==> src/rtl/gxb_reset_sequencer.sv <==
// gxb_reset_sequencer: supervised reset/calibration sequencer for an N-lane
// transceiver. It runs PLL powerdown, PLL lock, offset cancellation and
// transceiver powerup, then releases the lane resets one at a time. Waiting
// states time out and retry a bounded number of times before a sticky fault.
//
// Ports (all logic on reconfig_gxbclk_clk):
//   pcie_rstn                 async active-low reset
//   pll_locked                PLL lock (async, synchronised here)
//   busy_altgxb_reconfig      reconfig busy (async, synchronised here)
//   lane_en[N_LANES]          lane enable mask, captured on LANE_REL entry
//   soft_rst_btn              raw active-low button (synchronised, debounced)
//   offset_cancellation_reset active-high reset to altgxb_reconfig
//   pll_powerdown             active-high
//   gxb_powerdown             active-high
//   lane_rstn[N_LANES]        per-lane active-low reset
//   seq_done / seq_fault      high in RUN / FAULT
//   retry_cnt[RETRY_W]        saturating count of ERROR entries
//   leds[4]                   current state code
module gxb_reset_sequencer #(
  parameter int unsigned N_LANES      = 1,
  parameter int unsigned PD_CYCLES    = 64,
  parameter int unsigned LOCK_STABLE  = 256,
  parameter int unsigned TIMEOUT      = 65536,
  parameter int unsigned RELEASE_DLY  = 128,
  parameter int unsigned LANE_STAGGER = 16,
  parameter int unsigned MAX_RETRY    = 3,
  parameter int unsigned DEBOUNCE     = 500000,
  parameter int unsigned RETRY_W      = 4
) (
  input  logic               reconfig_gxbclk_clk,
  input  logic               pcie_rstn,
  input  logic               pll_locked,
  input  logic               busy_altgxb_reconfig,
  input  logic [N_LANES-1:0] lane_en,
  input  logic               soft_rst_btn,
  output logic               offset_cancellation_reset,
  output logic               pll_powerdown,
  output logic               gxb_powerdown,
  output logic [N_LANES-1:0] lane_rstn,
  output logic               seq_done,
  output logic               seq_fault,
  output logic [RETRY_W-1:0] retry_cnt,
  output logic [3:0]         leds
);

  localparam int unsigned M_A     = (PD_CYCLES > LOCK_STABLE) ? PD_CYCLES : LOCK_STABLE;
  localparam int unsigned M_B     = (RELEASE_DLY > LANE_STAGGER) ? RELEASE_DLY : LANE_STAGGER;
  localparam int unsigned DLY_MAX = (M_A > M_B) ? M_A : M_B;
  localparam int unsigned DLY_W   = (DLY_MAX > 1) ? $clog2(DLY_MAX) : 1;
  localparam int unsigned TMO_W   = (TIMEOUT > 1) ? $clog2(TIMEOUT) : 1;
  localparam int unsigned DEB_W   = $clog2(DEBOUNCE + 1);

  typedef enum logic [3:0] {
    S_RESET     = 4'd0,
    S_WAIT_LOCK = 4'd1,
    S_CAL_START = 4'd2,
    S_CAL_BUSY  = 4'd3,
    S_GXB_UP    = 4'd4,
    S_LANE_REL  = 4'd5,
    S_RUN       = 4'd6,
    S_ERROR     = 4'd7,
    S_FAULT     = 4'd8
  } state_e;

  state_e             state_q, state_d;
  logic [DLY_W-1:0]   dly_q, dly_d;
  logic [TMO_W-1:0]   tmo_q, tmo_d;
  logic [DEB_W-1:0]   deb_q, deb_d;
  logic [RETRY_W-1:0] retry_q, retry_d, retry_inc;
  logic [N_LANES-1:0] mask_q, mask_d, lane_rstn_q, lane_rstn_d, pending, lowest;
  logic               ocr_q, ocr_d, pll_pd_q, pll_pd_d, gxb_pd_q, gxb_pd_d;
  logic               done_q, done_d, fault_q, fault_d;
  logic [3:0]         leds_q, leds_d;
  logic               lock_meta_q, lock_s_q, busy_meta_q, busy_s_q, btn_meta_q, btn_s_q;
  logic               soft_pulse, tmo_hit;

  // Counter saturates at DEBOUNCE, so a held button fires exactly once.
  always_comb begin
    deb_d = deb_q;
    if (btn_s_q) deb_d = '0;
    else if (deb_q != DEB_W'(DEBOUNCE)) deb_d = deb_q + DEB_W'(1);
  end
  assign soft_pulse = !btn_s_q && (deb_q == DEB_W'(DEBOUNCE - 1));

  always_comb begin
    state_d     = state_q;
    dly_d       = dly_q + DLY_W'(1);
    tmo_d       = tmo_q + TMO_W'(1);
    retry_d     = retry_q;
    mask_d      = mask_q;
    lane_rstn_d = lane_rstn_q;
    pending     = mask_q & ~lane_rstn_q;
    lowest      = pending & (~pending + N_LANES'(1));
    retry_inc   = (retry_q == '1) ? retry_q : retry_q + RETRY_W'(1);
    tmo_hit     = (tmo_q == TMO_W'(TIMEOUT - 1));

    case (state_q)
      S_RESET: if (dly_q == DLY_W'(PD_CYCLES - 1)) state_d = S_WAIT_LOCK;
      S_WAIT_LOCK: begin
        if (!lock_s_q) dly_d = '0;
        else if (dly_q == DLY_W'(LOCK_STABLE - 1)) state_d = S_CAL_START;
        if (state_d == S_WAIT_LOCK && tmo_hit) state_d = S_ERROR;
      end
      S_CAL_START: begin
        if (!lock_s_q) state_d = S_ERROR;
        else if (busy_s_q) state_d = S_CAL_BUSY;
        else if (tmo_hit) state_d = S_ERROR;
      end
      S_CAL_BUSY: begin
        if (!lock_s_q) state_d = S_ERROR;
        else if (!busy_s_q) state_d = S_GXB_UP;
        else if (tmo_hit) state_d = S_ERROR;
      end
      S_GXB_UP: begin
        if (!lock_s_q) state_d = S_ERROR;
        else if (dly_q == DLY_W'(RELEASE_DLY - 1)) begin
          state_d = S_LANE_REL;
          mask_d  = lane_en;
        end
      end
      S_LANE_REL: begin
        if (!lock_s_q) state_d = S_ERROR;
        else begin
          // dly_q == 0 marks a release slot; the entry cycle is the first one.
          if (dly_q == '0) begin
            lane_rstn_d = lane_rstn_q | lowest;
            if ((pending & ~lowest) == '0) state_d = S_RUN;
          end
          if (dly_q == DLY_W'(LANE_STAGGER - 1)) dly_d = '0;
        end
      end
      S_RUN: if (!lock_s_q) state_d = S_RESET;
      S_ERROR: begin
        retry_d = retry_inc;
        state_d = (32'(retry_inc) >= MAX_RETRY) ? S_FAULT : S_RESET;
      end
      S_FAULT: state_d = S_FAULT;
      default: state_d = S_RESET;
    endcase

    if (soft_pulse) begin
      state_d = S_RESET;
      retry_d = '0;
    end
    if (!(state_d inside {S_LANE_REL, S_RUN})) lane_rstn_d = '0;
    if (state_d != state_q || soft_pulse) begin
      dly_d = '0;
      tmo_d = '0;
    end

    // Outputs decode the current state and are registered, so they trail it by one cycle.
    pll_pd_d = state_q inside {S_RESET, S_ERROR, S_FAULT};
    ocr_d    = !(state_q inside {S_CAL_START, S_CAL_BUSY, S_GXB_UP, S_LANE_REL, S_RUN});
    gxb_pd_d = !(state_q inside {S_GXB_UP, S_LANE_REL, S_RUN});
    done_d   = (state_q == S_RUN);
    fault_d  = (state_q == S_FAULT);
    leds_d   = state_q;
  end

  always_ff @(posedge reconfig_gxbclk_clk or negedge pcie_rstn) begin
    if (!pcie_rstn) begin
      state_q     <= S_RESET;
      dly_q       <= '0;
      tmo_q       <= '0;
      deb_q       <= '0;
      retry_q     <= '0;
      mask_q      <= '0;
      lane_rstn_q <= '0;
      ocr_q       <= 1'b1;
      pll_pd_q    <= 1'b1;
      gxb_pd_q    <= 1'b1;
      done_q      <= 1'b0;
      fault_q     <= 1'b0;
      leds_q      <= '0;
      lock_meta_q <= 1'b0;
      lock_s_q    <= 1'b0;
      busy_meta_q <= 1'b0;
      busy_s_q    <= 1'b0;
      btn_meta_q  <= 1'b1;
      btn_s_q     <= 1'b1;
    end else begin
      state_q     <= state_d;
      dly_q       <= dly_d;
      tmo_q       <= tmo_d;
      deb_q       <= deb_d;
      retry_q     <= retry_d;
      mask_q      <= mask_d;
      lane_rstn_q <= lane_rstn_d;
      ocr_q       <= ocr_d;
      pll_pd_q    <= pll_pd_d;
      gxb_pd_q    <= gxb_pd_d;
      done_q      <= done_d;
      fault_q     <= fault_d;
      leds_q      <= leds_d;
      lock_meta_q <= pll_locked;
      lock_s_q    <= lock_meta_q;
      busy_meta_q <= busy_altgxb_reconfig;
      busy_s_q    <= busy_meta_q;
      btn_meta_q  <= soft_rst_btn;
      btn_s_q     <= btn_meta_q;
    end
  end

  assign offset_cancellation_reset = ocr_q;
  assign pll_powerdown             = pll_pd_q;
  assign gxb_powerdown             = gxb_pd_q;
  assign lane_rstn                 = lane_rstn_q;
  assign seq_done                  = done_q;
  assign seq_fault                 = fault_q;
  assign retry_cnt                 = retry_q;
  assign leds                      = leds_q;

endmodule
==> config.mk <==
export PLATFORM = sky130hd
export DESIGN_NAME = gxb_reset_sequencer
export DESIGN_NICKNAME = d
export VERILOG_FILES = /design/src/rtl/gxb_reset_sequencer.sv
export SDC_FILE = /design/constraint.sdc
export NUM_CORES = 1
export LEC_CHECK = 0
export CAP_MARGIN = 25
export CORE_UTILIZATION = 34
export DETAILED_ROUTE_END_ITERATION = 16
export SYNTH_ARGS = -nofsm -noshare
export SYNTH_HDL_FRONTEND = slang
export SYNTH_SLANG_ARGS = --single-unit
==> constraint.sdc <==
create_clock -name reconfig_gxbclk_clk -period 3.4 [get_ports reconfig_gxbclk_clk]
set_input_delay 0.51 -clock reconfig_gxbclk_clk [delete_from_list [all_inputs] [get_ports reconfig_gxbclk_clk]]
set_output_delay 0.51 -clock reconfig_gxbclk_clk [all_outputs]
set_load 0.02 [all_outputs]
* Word-level counts from Yosys, hierarchy flattened
Index checks and enable logic that the tools add are counted.
Storage, ports and cells: bits in registers 68, input port bits 6, output and inout bits 14, word-level logic and storage cells 105
Cells by class: $add $sub $neg 5, magnitude comparators 1, equal/unequal tests 23, multiplexer cells 34, bitwise gates (word level) 7, reduce and logical (&&, ||, !) cells 16
Operators by type and width (number):
- 2-to-1 mux 4 bit | 21
- 2-to-1 mux 19 bit | 2
- case mux 4 bit (9 select lines) | 1
- 2-to-1 mux 8 bit | 4
- == test 4 x 3 -> 1 bit, second input constant | 6
- adder 19 x 1 -> 19 bit, second input constant | 1
- == test 19 bit, second input constant | 1
- != test 19 bit, second input constant | 1
- adder 16 x 1 -> 16 bit, second input constant | 1
- == test 16 bit, second input constant | 1
- 2-to-1 mux 16 bit | 1
- case mux 8 bit (2 select lines) | 1
- adder 8 x 1 -> 8 bit, second input constant | 1
- == test 4 x 1 -> 1 bit, second input constant | 2
- == test 4 x 2 -> 1 bit, second input constant | 2
- == test 4 bit, second input constant | 2
- == test 8 x 4 -> 1 bit, second input constant | 1
- == test 8 x 6 -> 1 bit, second input constant | 1
- == test 8 x 7 -> 1 bit, second input constant | 1
- == test 8 bit, second input constant | 1
- logical NOT 8 bit | 1
- AND reduction 3 bit | 2
- nonzero test 2 bit | 3
- nonzero test 3 bit | 2
- 15 further kinds | 26

* Depth between registers and ports, before layout
depth after elaboration 16, depth in mapped cells 8, gate-level depth less buffers 7

* Least setup slack after synthesis
Ideal clock, no wire load.
kind reg-to-reg, start reg tmo_q[0], end reg dly_q[5], library setup time 131 ps, arrival 1978 ps, data required time 3269 ps, path slack 1290 ps, stages on the path, launching flop included 9, path buffers 1, clock period less this slack 2110 ps, cell sequence dfrtp_1 -> ha_1 -> nand3_1 -> or4_4 -> nor2_2 -> nor4_2 -> o21ai_2 -> buf_6 -> nor4b_4
On the way: longest elaborated chain between the ends 9, elaborated cells between the ends (all ways) 13, those cells by class eq/ne: 2; mux: 9; reduce/logical: 2
RTL lines:
- from (decl) | line 67 | logic [TMO_W-1:0] tmo_q, tmo_d;
- from (signal assigned) | line 184 | tmo_q <= tmo_d;
- == test 16 bit * | line 95 | tmo_hit = (tmo_q == TMO_W'(TIMEOUT - 1));
- 2-to-1 mux 4 bit | line 107, 112
- 2-to-1 mux 4 bit (on tied branches) | line 111, 106
- 2-to-1 mux 4 bit (on tied branches) | line 110, 105
- case mux 4 bit (9 select lines) * | line 97 | case (state_q)
- 2-to-1 mux 4 bit * | line 141 | if (soft_pulse) begin
- != test 4 bit * | line 146 | if (state_d != state_q || soft_pulse) begin
- logical OR 1 bit * | line 146
- 2-to-1 mux 8 bit * | line 146
- net dly_d[5] | line 66 | logic [DLY_W-1:0] dly_q, dly_d;
- to (signal assigned) | line 183 | dly_q <= dly_d;
- to (decl) | line 66
Mark *: on every way through the listed nets, which the timed path passes. The rest lies on a longest branch. A chain may end at the register's enable or synchronous reset.

* Worst setup path after layout
start reg tmo_q[0], end reg dly_q[4]
Same word-level chain as after synthesis.

==> reports/results.md <==
| Group | Result | Value |
|:---|:---|:---|
| outcome | Outcome | complete, no violations |
| finish | NumNets Final | 386 |
| route | Antenna-violating nets left | 0 |
| finish | Final core utilization | 0.399 |
| die | Area inside the core boundary | 0.0103 mm2 |
| global routing | Wire length of the first global-routing pass | 12.8 mm |
| place | Total half-perimeter wirelength after legalization and detailed placement | 4.91 mm |
| timing | Headroom to the max-slew limit | 0.423 |
| synthesis | Number of flops mapped to enable cells by yosys | 0 |
| route | Average detailed-routed wire length per instance | 13.7 um |
| clocking | H-tree depth reported by CTS | 3 |
| global routing | Gr ovfl total | 0 |
| clocking | CTS sink cnt | 68 |
| timing | Hold Fails Final Rpt | 0 |
| global routing | Via count of the first global-routing pass | 2659 |
| power and ir drop | Power share of the combinational group | 0.022 |
| die | Starting Density | 0.352 |
| clocking | Clock transition at the register clock pins on the worst setup and hold paths after CTS | 80 ps |
| hold path | Hold WC Path Type | in2async |
| timing | Count of endpoints failing setup in the final report | 0 |
| timing | Max-slew violation count | 0 |
| global routing | Global routing usage summed across all routing layers | 0.144 |
| synthesis | Cell type with the largest total area after synthesis | sky130_fd_sc_hd__dfrtp_1 |
| clocking | CTS buffer count | 9 |
| worst setup path | Crit path buf inv count | 1 |
| global routing | Pin count of the biggest net entering global routing | 32 |
| die | Count of pins on the block boundary | 20 |
| worst setup path | Required time of the critical path | 3620 ps |
| power and ir drop | Switching power | 0.319 mW |
| route | Iter 0 DRT Violations | 121 |
| synthesis | Seq/Total Area, Yosys | 0.470 |
| power and ir drop | Power density of the placed cells | 371 mW/mm2 |
| route | Number of design rule violations left after detail routing | 0 |
| power and ir drop | Switching Fraction | 0.209 |
| power and ir drop | Leakage power | 1.68 nW |
| global routing | Initial antenna violation count | 0 |
| power and ir drop | Cell internal pwr | 1.21 mW |
| worst setup path | Peak fanout along the critical path | 16 |
| timing | Final setup skew | 14.6 ps |
| clocking | Cts repair resizes | 0 |
| synthesis | Net Count, Synth | 363 |
| power and ir drop | Share of power burned in registers | 0.542 |
| place | Buffers added on ports | 19 |
| clocking | Postcts setup bufs | 0 |
| worst setup path | Critical Path, Cell by Cell | ha_1 > nand3_1 > or4_4 > nor2_2 > nor4_2 > o21ai_2 > buf_4 > nor4b_1 |
| worst setup path | CP top delay family | simple AND/OR/NAND/NOR gates |
| route | Count of TritonRoute iterations in the first routing pass | 4 |
| worst setup path | Worst Setup Start Kind | register |
| clocking | Deepest clock path buffer count | 2 |
| worst setup path | Largest stage delay on the critical path | 720 ps |
| die | Die Span X | 105 um |
| worst setup path | Kind of critical path | reg2reg |
| finish | Final antenna diode count | 0 |
| route | DR vias | 2613 |
| synthesis | Post-synth top flop | sky130_fd_sc_hd__dfrtp_1 |
| synthesis | Synth top area share | 0.434 |
| synthesis | Warning count from the yosys run | 0 |
| global routing | Global-route layer with the greatest usage | met2 |
| flow run | Max capacitance violation total | 0 |
| timing | Slew at the pin closest to its max-slew limit | 858 ps |
| synthesis | Cell types with the largest area share after synthesis | sky130_fd_sc_hd__dfrtp_1, sky130_fd_sc_hd__xor2_1, sky130_fd_sc_hd__nor2_1, sky130_fd_sc_hd__xnor2_1, sky130_fd_sc_hd__dfstp_2 |
| route | Final routed wirelength across all metal layers | 7.04 mm |
| timing | Max frequency | 353 MHz |
| power and ir drop | Clock Power Share | 0.436 |
| timing | Final cycle utilization of the critical path | 0.833 |
| clocking | CTS tree | built |
| global routing | Met1 Use GR | 0.191 |
| timing | Final sum of negative setup slack | 0 ps |
| worst setup path | Arrival time of the worst setup path | 3050 ps |
| synthesis | Number of cells produced by synthesis | 351 |
| timing | Final critical-path required period | 2830 ps |
| global routing | Global-route met2 utilization | 0.226 |
| place | Final weighted congestion in routability-driven placement | 0.793 |
| synthesis | Fraction of registers with async set or reset after synthesis | 1.00 |
| die | Row count | 37 |
| route | Post-detailed-route via-to-cell ratio | 5.07 |
| clocking | Hold Buf Count CTS | 0 |
| global routing | Routing usage on met3 | 0.0421 |
| finish | Share of cells above drive strength 1 | 0.150 |
| worst setup path | Slowest CP cell | sky130_fd_sc_hd__o21ai_2 |
| synthesis | Synthesized area per cell | 10.4 um2 |
| finish | Post-synthesis to final-layout area growth | 13.2% |
| synthesis | Mapped cell area | 0.00364 mm2 |
| worst setup path | Category of the worst setup path capture point | register |
| synthesis | Cell variety after synth | 60 |
| power and ir drop | Worst ir drop on vdd | 168 uV |
| die | Area enclosed by the die boundary | 0.0111 mm2 |
| synthesis | Number of storage elements in the synthesis netlist | 68 |
| timing | RSZ-0062 raised after global routing | no |
| clocking | Worst skew pair latency | 350 ps |
| die | DIE HEIGHT | 105 um |
| clocking | Clock Root Buffer | sky130_fd_sc_hd__clkbuf_8 |
per-stage QoR:
| stage | area (um2) | cells | worst slack, ps | power, mW | hold slack (ps) |
|---|---|---|---|---|---|
| final | 4120 | 515 | 567 | 1.53 | 208 |
| after global routing | 4120 | 515 | 318 | 1.60 | 259 |
| after CTS | 4120 | 515 | 532 | 1.55 | 220 |
| after detailed placement | 3920 | 499 | 530 | 0.877 | 343 |
| after global placement | 3920 | 499 | 614 | 0.876 | 339 |
| after floorplan | 3640 | 351 | 1290 | 0.850 | 214 |
path summary, 6_finish.rpt:
path | start | end | cells past startpoint | slack, ps
max reg2reg | tmo_q[0]$_DFF_PN0_ | dly_q[4]$_DFF_PN0_ | 8 | 570
max in group asynchronous | pcie_rstn | dly_q[1]$_DFF_PN0_ | 2 | 2360
min reg2reg | lock_meta_q$_DFF_PN0_ | lock_s_q$_DFF_PN0_ | 0 | 350
max | tmo_q[0]$_DFF_PN0_ | dly_q[4]$_DFF_PN0_ | 8 | 570
min | pcie_rstn | deb_q[8]$_DFFE_PN0P_ | 1 | 210
min in group reconfig_gxbclk_clk | lock_meta_q$_DFF_PN0_ | lock_s_q$_DFF_PN0_ | 0 | 350
power groups by stage:
| stage | clock [mW] | combinational (mW) | sequential (mW) |
|---|---|---|---|
| detailed placement | 0 | 0.0348 | 0.842 |
| floorplan | 0 | 0.0147 | 0.836 |
| global placement | 0 | 0.0339 | 0.842 |
| global route | 0.728 | 0.0398 | 0.828 |
| finish | 0.665 | 0.0333 | 0.827 |
| CTS | 0.692 | 0.0350 | 0.827 |
flip-flops by register name, summed over array words and instances (netlist names), 4 cells and up:
signal,count
dly_q,8
leds,4
leds_d,4
tmo_q,16
deb_q,19
retry_cnt,4
logic make-up after synthesis:
kind of cell	Yosys count	synth area share
AOI/OAI and AO/OA	43	0.0874
xor gates and xnor gates	36	0.0867
adders and majority gates	6	0.0206
buffers and inverters	24	0.0430
DFF	68	0.470
muxes	3	0.00895
and+or+nand+nor	171	0.284
cell usage after synthesis, types with 4 or more instances:
library cell               number
sky130_fd_sc_hd__nor2_1        41
sky130_fd_sc_hd__a21oi_1       13
sky130_fd_sc_hd__nand2_1       22
sky130_fd_sc_hd__inv_1         12
sky130_fd_sc_hd__nand4_1        9
sky130_fd_sc_hd__nor3_1        16
sky130_fd_sc_hd__nand3_1       21
sky130_fd_sc_hd__xor2_1        19
sky130_fd_sc_hd__buf_6          6
sky130_fd_sc_hd__nor3_2         8
sky130_fd_sc_hd__or3_1          5
sky130_fd_sc_hd__dfrtp_1       63
sky130_fd_sc_hd__nor4_1         5
sky130_fd_sc_hd__nor4b_1        6
sky130_fd_sc_hd__dfstp_2        5
sky130_fd_sc_hd__and3_1         7
sky130_fd_sc_hd__xnor2_1       17
sky130_fd_sc_hd__ha_1           6
sky130_fd_sc_hd__o21ai_0        9
sky130_fd_sc_hd__nand2b_1       4
layout make-up:
type / instances / area [um2]
clock buffer: 14 / 163
clock inverter: 2 / 35.0
fill: 1020 / 6210
inverter: 12 / 45.0
multi-input combinational: 259 / 1770
sequential: 68 / 1710
tap: 136 / 170
timing repair buffer: 24 / 223
routing by layer:
layer / part of all wire / vias to the layer above
met5: 0 / -
met4: 0.011 / 0
met3: 0.043 / 9
met2: 0.47 / 57
met1: 0.47 / 1255
li1: - / 1292
cells in the final DEF (no fill, tap or decap), types with 4 or more instances in the layout:
| master | n |
|---|---|
| sky130_fd_sc_hd__nor3_2 | 8 |
| sky130_fd_sc_hd__and3_1 | 7 |
| sky130_fd_sc_hd__nand2b_1 | 4 |
| sky130_fd_sc_hd__nand4_1 | 9 |
| sky130_fd_sc_hd__nor4_1 | 5 |
| sky130_fd_sc_hd__xnor2_1 | 17 |
| sky130_fd_sc_hd__a21oi_1 | 13 |
| sky130_fd_sc_hd__nor3_1 | 16 |
| sky130_fd_sc_hd__xor2_1 | 19 |
| sky130_fd_sc_hd__o21ai_0 | 9 |
| sky130_fd_sc_hd__dfrtp_1 | 63 |
| sky130_fd_sc_hd__nor4b_1 | 6 |
| sky130_fd_sc_hd__nand2_1 | 22 |
| sky130_fd_sc_hd__clkdlybuf4s50_1 | 18 |
| sky130_fd_sc_hd__nand3_1 | 21 |
| sky130_fd_sc_hd__inv_1 | 12 |
| sky130_fd_sc_hd__or3_1 | 5 |
| sky130_fd_sc_hd__clkbuf_8 | 11 |
| sky130_fd_sc_hd__buf_4 | 5 |
| sky130_fd_sc_hd__dfstp_2 | 5 |
| sky130_fd_sc_hd__nor2_1 | 41 |
| sky130_fd_sc_hd__ha_1 | 6 |
Power figures use the tool's default switching activity.
